### config.mk
export PLATFORM = sky130hd
export DESIGN_NAME = ysyx_23060332_ifu
export DESIGN_NICKNAME = d
export VERILOG_FILES = /design/src/rtl/ysyx_23060332_ifu.sv
export SDC_FILE = /design/constraint.sdc
export NUM_CORES = 1
export LEC_CHECK = 0
export CORE_ASPECT_RATIO = 0.6
export CORE_MARGIN = 4
export CORE_UTILIZATION = 45
export DETAILED_ROUTE_END_ITERATION = 10
export PLACE_DENSITY = 0.84
export SETUP_SLACK_MARGIN = 0.4
export SYNTH_ARGS = -nofsm -noshare
export SYNTH_HDL_FRONTEND = slang
export SYNTH_SLANG_ARGS = --single-unit
### constraint.sdc
create_clock -name clk -period 5.65 [get_ports clk]
set_clock_uncertainty 0.1 [all_clocks]
set_input_delay 0.8475 -clock clk [delete_from_list [all_inputs] [get_ports clk]]
set_output_delay 0.8475 -clock clk [all_outputs]
set_load 0.02 [all_outputs]
### src/rtl/ysyx_23060332_ifu.sv
// Instruction fetch unit: owns the PC, issues one fetch at a time to instruction memory and
// hands the registered word to the decoder. Optional ebreak halt: YSYX_23060332_IFU_EBREAK_HALT_EN.
module ysyx_23060332_ifu #(
  parameter int ADDR_W = 32,
  parameter int DATA_W = 32,
  parameter logic [ADDR_W-1:0] RESET_PC = ADDR_W'(32'h8000_0000)
) (
  input  logic              clk,
  input  logic              rst_n,
  output logic              imem_req_valid,
  input  logic              imem_req_ready,
  output logic [ADDR_W-1:0] imem_addr,
  input  logic              imem_rsp_valid,
  input  logic [DATA_W-1:0] imem_rsp_data,
  output logic              imem_rsp_ready,
  output logic              inst_valid,
  input  logic              inst_ready,
  output logic [DATA_W-1:0] inst_o,
  output logic [ADDR_W-1:0] inst_addr,
  input  logic              jump_en,
  input  logic [ADDR_W-1:0] jump_addr,
  output logic              halted
);

`ifdef YSYX_23060332_IFU_EBREAK_HALT_EN
  localparam logic [DATA_W-1:0] EBREAK = DATA_W'(32'h0010_0073);

  typedef enum logic [1:0] {S_REQ, S_WAIT, S_HOLD, S_HALT} state_t;
`else
  typedef enum logic [1:0] {S_REQ, S_WAIT, S_HOLD} state_t;
`endif

  state_t            state, state_nxt;
  logic [ADDR_W-1:0] pc, pc_nxt;
  logic              kill, kill_nxt;
  logic [DATA_W-1:0] inst_q, inst_nxt;
  logic [ADDR_W-1:0] inst_addr_q, inst_addr_nxt;
  logic              halted_nxt;

  always_ff @(posedge clk or negedge rst_n) begin
    if (!rst_n) begin
      state       <= S_REQ;
      pc          <= RESET_PC;
      kill        <= 1'b0;
      inst_q      <= '0;
      inst_addr_q <= '0;
    end else begin
      state       <= state_nxt;
      pc          <= pc_nxt;
      kill        <= kill_nxt;
      inst_q      <= inst_nxt;
      inst_addr_q <= inst_addr_nxt;
    end
  end

`ifdef YSYX_23060332_IFU_EBREAK_HALT_EN
  logic halted_q;

  always_ff @(posedge clk or negedge rst_n) begin
    if (!rst_n) halted_q <= 1'b0;
    else        halted_q <= halted_nxt;
  end

  assign halted = halted_q;
`else
  assign halted = 1'b0;
`endif

  // jump_en wins over every other event; a fetch that is in flight when it arrives is
  // marked with kill so its response is swallowed instead of reaching the decoder.
  always_comb begin
    state_nxt     = state;
    pc_nxt        = pc;
    kill_nxt      = kill;
    inst_nxt      = inst_q;
    inst_addr_nxt = inst_addr_q;
`ifdef YSYX_23060332_IFU_EBREAK_HALT_EN
    halted_nxt    = halted_q;
`else
    halted_nxt    = 1'b0;
`endif
    case (state)
      S_REQ: begin
        if (jump_en) pc_nxt = jump_addr;
        if (imem_req_ready) begin
          state_nxt = S_WAIT;
          kill_nxt  = jump_en;
        end
      end
      S_WAIT: begin
        if (jump_en) begin
          pc_nxt   = jump_addr;
          kill_nxt = 1'b1;
        end
        if (imem_rsp_valid) begin
          if (jump_en || kill) begin
            kill_nxt  = 1'b0;
            state_nxt = S_REQ;
          end else begin
            inst_nxt      = imem_rsp_data;
            inst_addr_nxt = pc;
            state_nxt     = S_HOLD;
          end
        end
      end
      S_HOLD: begin
        if (jump_en) begin
          pc_nxt    = jump_addr;
          state_nxt = S_REQ;
        end else if (inst_ready) begin
`ifdef YSYX_23060332_IFU_EBREAK_HALT_EN
          if (inst_q == EBREAK) begin
            halted_nxt = 1'b1;
            state_nxt  = S_HALT;
          end else begin
            pc_nxt    = pc + ADDR_W'(4);
            state_nxt = S_REQ;
          end
`else
          pc_nxt    = pc + ADDR_W'(4);
          state_nxt = S_REQ;
`endif
        end
      end
`ifdef YSYX_23060332_IFU_EBREAK_HALT_EN
      S_HALT: state_nxt = S_HALT;
`endif
      default: state_nxt = S_REQ;
    endcase
  end

  // Handshake outputs are forced low while reset is asserted, not just after the first edge.
  assign imem_req_valid = rst_n && (state == S_REQ);
  assign imem_rsp_ready = rst_n && (state == S_WAIT);
  assign inst_valid     = rst_n && (state == S_HOLD);
  assign imem_addr      = pc;
  assign inst_o         = inst_q;
  assign inst_addr      = inst_addr_q;

endmodule

# Word level (Yosys, flattened, before mapping)
# Cells that the tools add are included.
[totals] register_bits=99 latchBits=0 ram_bits=0 mem_bits_ro=0 input_bits=70 out_inout_bits=100 wordCells=40 n_memories=0
[op_classes] n_addsub=1 multipliers=0 div_mod_pow=0 n_lt_le_gt_ge=0 eq_ne=6 n_shift=0 muxes=15 bitwise_logic=1 reduce_logical=12
[ops] op="$mux W32" n=3
[ops] op="$pmux W32 S2" n=1
[ops] op="$add A32 B3 Y32 const B" n=1
[ops] op="$mux W2" n=5
[ops] op="$reduce_and A3 Y1" n=3
[ops] op="$pmux W2 S3" n=1
[ops] op="$mux W1" n=4
[ops] op="$ne A2 B2 Y1 const B" n=2
[ops] op="$reduce_bool A2 Y1" n=2
[ops] op="$logic_and A1 B1 Y1" n=3
[ops] op="$ne A3 B3 Y1 const B" n=1
[ops] op="$eq A2 B1 Y1 const B" n=1
[ops] op="$eq A2 B2 Y1 const B" n=1
[ops] op="$logic_not A2 Y1" n=1
[ops] op="$ne A2 B1 Y1 const B" n=1
[ops] op="$pmux W1 S2" n=1
[ops] op="$reduce_and A2 Y1" n=1
[ops] op="$reduce_or A2 Y1" n=1
[ops] op="$logic_or A1 B1 Y1" n=1
[ops] op="$not A1 Y1" n=1

# Longest topological paths before layout
[depth] depth_word=4 mapped_depth=7

# Worst setup path after synthesis
# No wires, ideal clock.
[synth_path] kind="input to output" startpoint="in rst_n" endpoint="out imem_req_valid" t_arrival_ns=1.369 required_time_ns=4.703 slack_ns=3.334 cell_stages=1 path_buffers=0 path_cell_list="nor3b_1"
[synth_via] elab_chain_len=1
[synth_lines] item="start: declaration" line="9" text="input logic rst_n,"
[synth_lines] item="$logic_and A1 B1 Y1" line="133" text="assign imem_req_valid = rst_n && (state == S_REQ);"
[synth_lines] item="end: declaration" line="10" text="output logic imem_req_valid,"
# Every way passes these cells.

# Worst setup path in the final report
[layout_path] startpoint="in inst_ready" endpoint="reg pc[27], in the netlist imem_addr[27]"
[layout_via] elab_chain_len=2
[layout_lines] item="start: declaration" line="17" text="input logic inst_ready,"
[layout_lines] item="$ne A3 B3 Y1 (no line)"
[layout_lines] item="$reduce_and A3 Y1 (no line)"
[layout_lines] item="end signal: assignment" line="49" text="pc <= pc_nxt;"
[layout_lines] item="end: declaration" line="34" text="logic [ADDR_W-1:0] pc, pc_nxt;"
# Every way passes these cells.
# A chain may end at the register's enable or synchronous reset.

==> run metrics <==
DP HPWL=10200 um; count of yosys warnings during synthesis=0; largest net degree at the start of global routing=67; mean area per synthesized cell=11.7 um2; cell type with the largest total area after synthesis=dfrtp_1; combinational share of power=0.435; Initial Utilization=0.468; count of standard-cell rows=29; DRT Pass-1 Iters=6; worst min-delay path class=flop to flop; final total negative setup slack=0 ns; total design power=3.21 mW; Int Power=2.09 mW; Post-Syn Nets=498; highest cell delay on the worst timing path=1.05 ns; Synth Cell Area=0.00501 mm2; switching part of the total power=0.347; biggest fanout along the worst timing path=23; grt met3 use=0.0631; count of endpoints failing setup in the final report=0; primary flip-flop cell chosen by synthesis mapping=dfrtp_1; Port Buffers=168; total leakage power=2.98 nW; setup repair after global routing missed its margin=false; post-synthesis cell count=427; weighted congestion at the end of routability-driven global placement=0.883; maximum number of buffers from clock root to sink=2; Data arrival, critical path=3.65 ns; worst-case vdd ir drop=0.280 mV; number of library cell types mapped by synthesis=59; number of hold-slack violations in the final timing report=0; number of buffers inserted during clock tree synthesis=9; tightest hold margin=0.399 ns; sequential fraction of design power=0.368; cell breakdown of the critical path=clkdlybuf4s50_1 -> a21oi_1 -> nor2_1 -> buf_4 -> and4_1 -> or3_1; WL/cell=20.5 um; required time worst endpoint=5.78 ns; most common cell after layout, fill and taps aside=clkdlybuf4s50_1; sum of overflow across all layers after global routing=0; Hold Path Cell Cnt=2; power density cells=459 mW/mm2; Post-layout nets=645; clock root buffer=clkbuf_16; most frequent cells in the layout=167 x clkdlybuf4s50_1, 98 x dfrtp_1, 37 x mux2_4, 28 x mux2_2, 27 x nand2_1; count of vias placed by the detailed router=4219; Die Y-Extent=89.8 um; Most Crowded Layer GR=met2; met2 track demand over resource=0.351; fraction of registers with async set/reset=1.00; fin. max-slew vios=0; DRC marker count from the first detailed-route iteration=372; minimum clock period after layout=3.52 ns; via count of the first global-routing pass=4311; Rel. slew slack=0.169; Post-synth EDFFs=0; ratio of cells with drive above 1 in the final layout=0.173; Startpoint Class=input pin; diode count=0; wire length of the first global-routing pass=23300 um; CTS Hold Bufs=0; proportion of synthesized chip area in sequential cells=0.494; crit path max-delay cell type=a21oi_1; Clock Pin Slew Worst Setup and Hold Paths=0.07 ns; core area=0.0107 mm2; setup repair bufs after CTS=0; Global Route Usage Sum=0.225; horizontal die dimension=144 um; worst flop-to-flop path startpoint=state[1]$_DFFE_PN0P_; P&R area growth vs syn=39.4%; class of the most critical setup path=input pin to flop; CP Capture Type=flop; total detailed-routing wirelength=14700 um; switching power=1.11 mW; H-tree depth=3; TritonCTS clock tree=done; total DRC errors in the routed layout=0; IO Count=170; slew at the pin with the worst max-slew slack=1.25 ns; number of cells on the worst reg-to-reg path=5; fraction of power consumed by the clock network=0.198; remaining number of nets flagged by the antenna check after routing=0; flops & latches, synth=99; area of the die=0.0129 mm2; detailed-route vias per instance=5.88; global-route track usage on met1=0.317; worst skew pair latency=0.35 ns; top area cells in the synthesized netlist=dfrtp_1 49%, mux2_4 11%, mux2_2 6.3%; Tcrit/Tclk final=0.623; beginning of the worst hold path=inst_addr[27]$_DFFE_PN0P_; sinks on the clock net=99; outcome=finished clean; number of antenna violations at the first check in global routing=0; maximum clock rate=284 MHz; Critical Path Start=inst_ready; post-CTS sizing=0; share of the synthesized area in the top cell type=0.489; Maximum Capacitance Violations=0; final-layout fill cell count=788
-- registers in the layout, indices dropped and copies added (netlist names) --
name / cells
imem_addr: 32
inst_addr: 32
kill: 1
inst_o: 32
state: 2
-- power groups by stage --
| stage | combinational [mW] | sequential (mW) | clock (mW) |
|---|---|---|---|
| finish | 1.39 | 1.18 | 0.634 |
| global route | 1.47 | 1.22 | 0.677 |
| CTS | 1.41 | 1.18 | 0.650 |
| detailed placement | 1.41 | 1.19 | 0 |
| global placement | 1.38 | 1.17 | 0 |
| floorplan | 0.418 | 1.46 | 0 |
-- worst paths after layout --
path                                        endpoint  slack (ns)
max                        imem_addr[27]$_DFFE_PN0P_        2.13
min                        inst_addr[27]$_DFFE_PN0P_        0.40
max reg2reg                imem_addr[27]$_DFFE_PN0P_        2.77
min reg2reg                inst_addr[27]$_DFFE_PN0P_        0.40
max in group asynchronous  imem_addr[29]$_DFFE_PN0P_        3.90
min in group asynchronous  inst_addr[18]$_DFFE_PN0P_        0.48
-- cells in the mapped netlist, types with 2 or more instances --
master / count
and4_1: 10
nor4_1: 8
a2bb2oi_1: 5
a21oi_1: 17
o21bai_1: 3
buf_6: 9
a311oi_1: 8
nand3_1: 13
nand3_2: 2
mux2i_1: 3
nor3_1: 6
dfrtp_1: 98
a41oi_1: 2
a211o_1: 2
nor4_4: 2
o21ai_0: 25
a31oi_1: 4
nand2b_1: 2
nor3b_1: 2
and3_1: 7
or3_1: 2
buf_4: 3
nand4_1: 10
and3b_1: 2
and2_1: 3
a41o_1: 2
mux2_2: 28
nand2_1: 27
clkbuf_1: 12
nor2_1: 23
nand4_2: 2
o22ai_1: 5
buf_2: 11
mux2_4: 37
nor4_2: 2
inv_1: 3
a311o_1: 3
a211oi_1: 3
-- final cells by class --
type	count	area, um2	area share
multi-input cells	289	2310	0.330
flip-flops and latches	99	2480	0.355
clock buffers	9	225	0.0322
inverters	3	11.3	0.00161
well taps	139	174	0.0249
clock inverters	7	81.3	0.0116
repair buffers	172	1710	0.245
-- logic make-up (layout without fill, tap and decap cells) --
logic type,count (synthesis),count (layout),share of synthesized area
AND/OR/NAND/NOR,130,130,0.156
flip-flops,99,99,0.494
AO/OA/AOI/OAI,89,89,0.119
buffers and inverters,39,191,0.0477
adder cells (fa/ha/maj),1,1,0.00250
other,1,1,0.000748
multiplexers,68,68,0.180
-- through the flow --
stage	util	std cells	setup slack [ns]	instance area (um2)
6_report	0.653	718	2.13	6990
5_1_grt	0.653	718	2.02	6990
4_1_cts	0.653	718	2.27	6990
3_5_place_dp	0.624	702	1.90	6680
3_3_place_gp	0.624	702	2.13	6680
2_1_floorplan	-	427	3.33	5010
-- worst max-delay path, delay by kind of cell --
kind,cells,cell delay [ns]
buf+inv,2,0.91
compound gates,1,1.05
simple gates,3,0.84
-- metal layers --
metal / share of wire / vias to the layer above / wire length [um]
met3: 0.094 / 19 / 1380
met5: 0 / - / 0
met4: 0.010 / 0 / 152
li1: - / 1883 / -
met2: 0.45 / 242 / 6620
met1: 0.45 / 2075 / 6570
No activity file was read; power rests on OpenSTA's default activity.
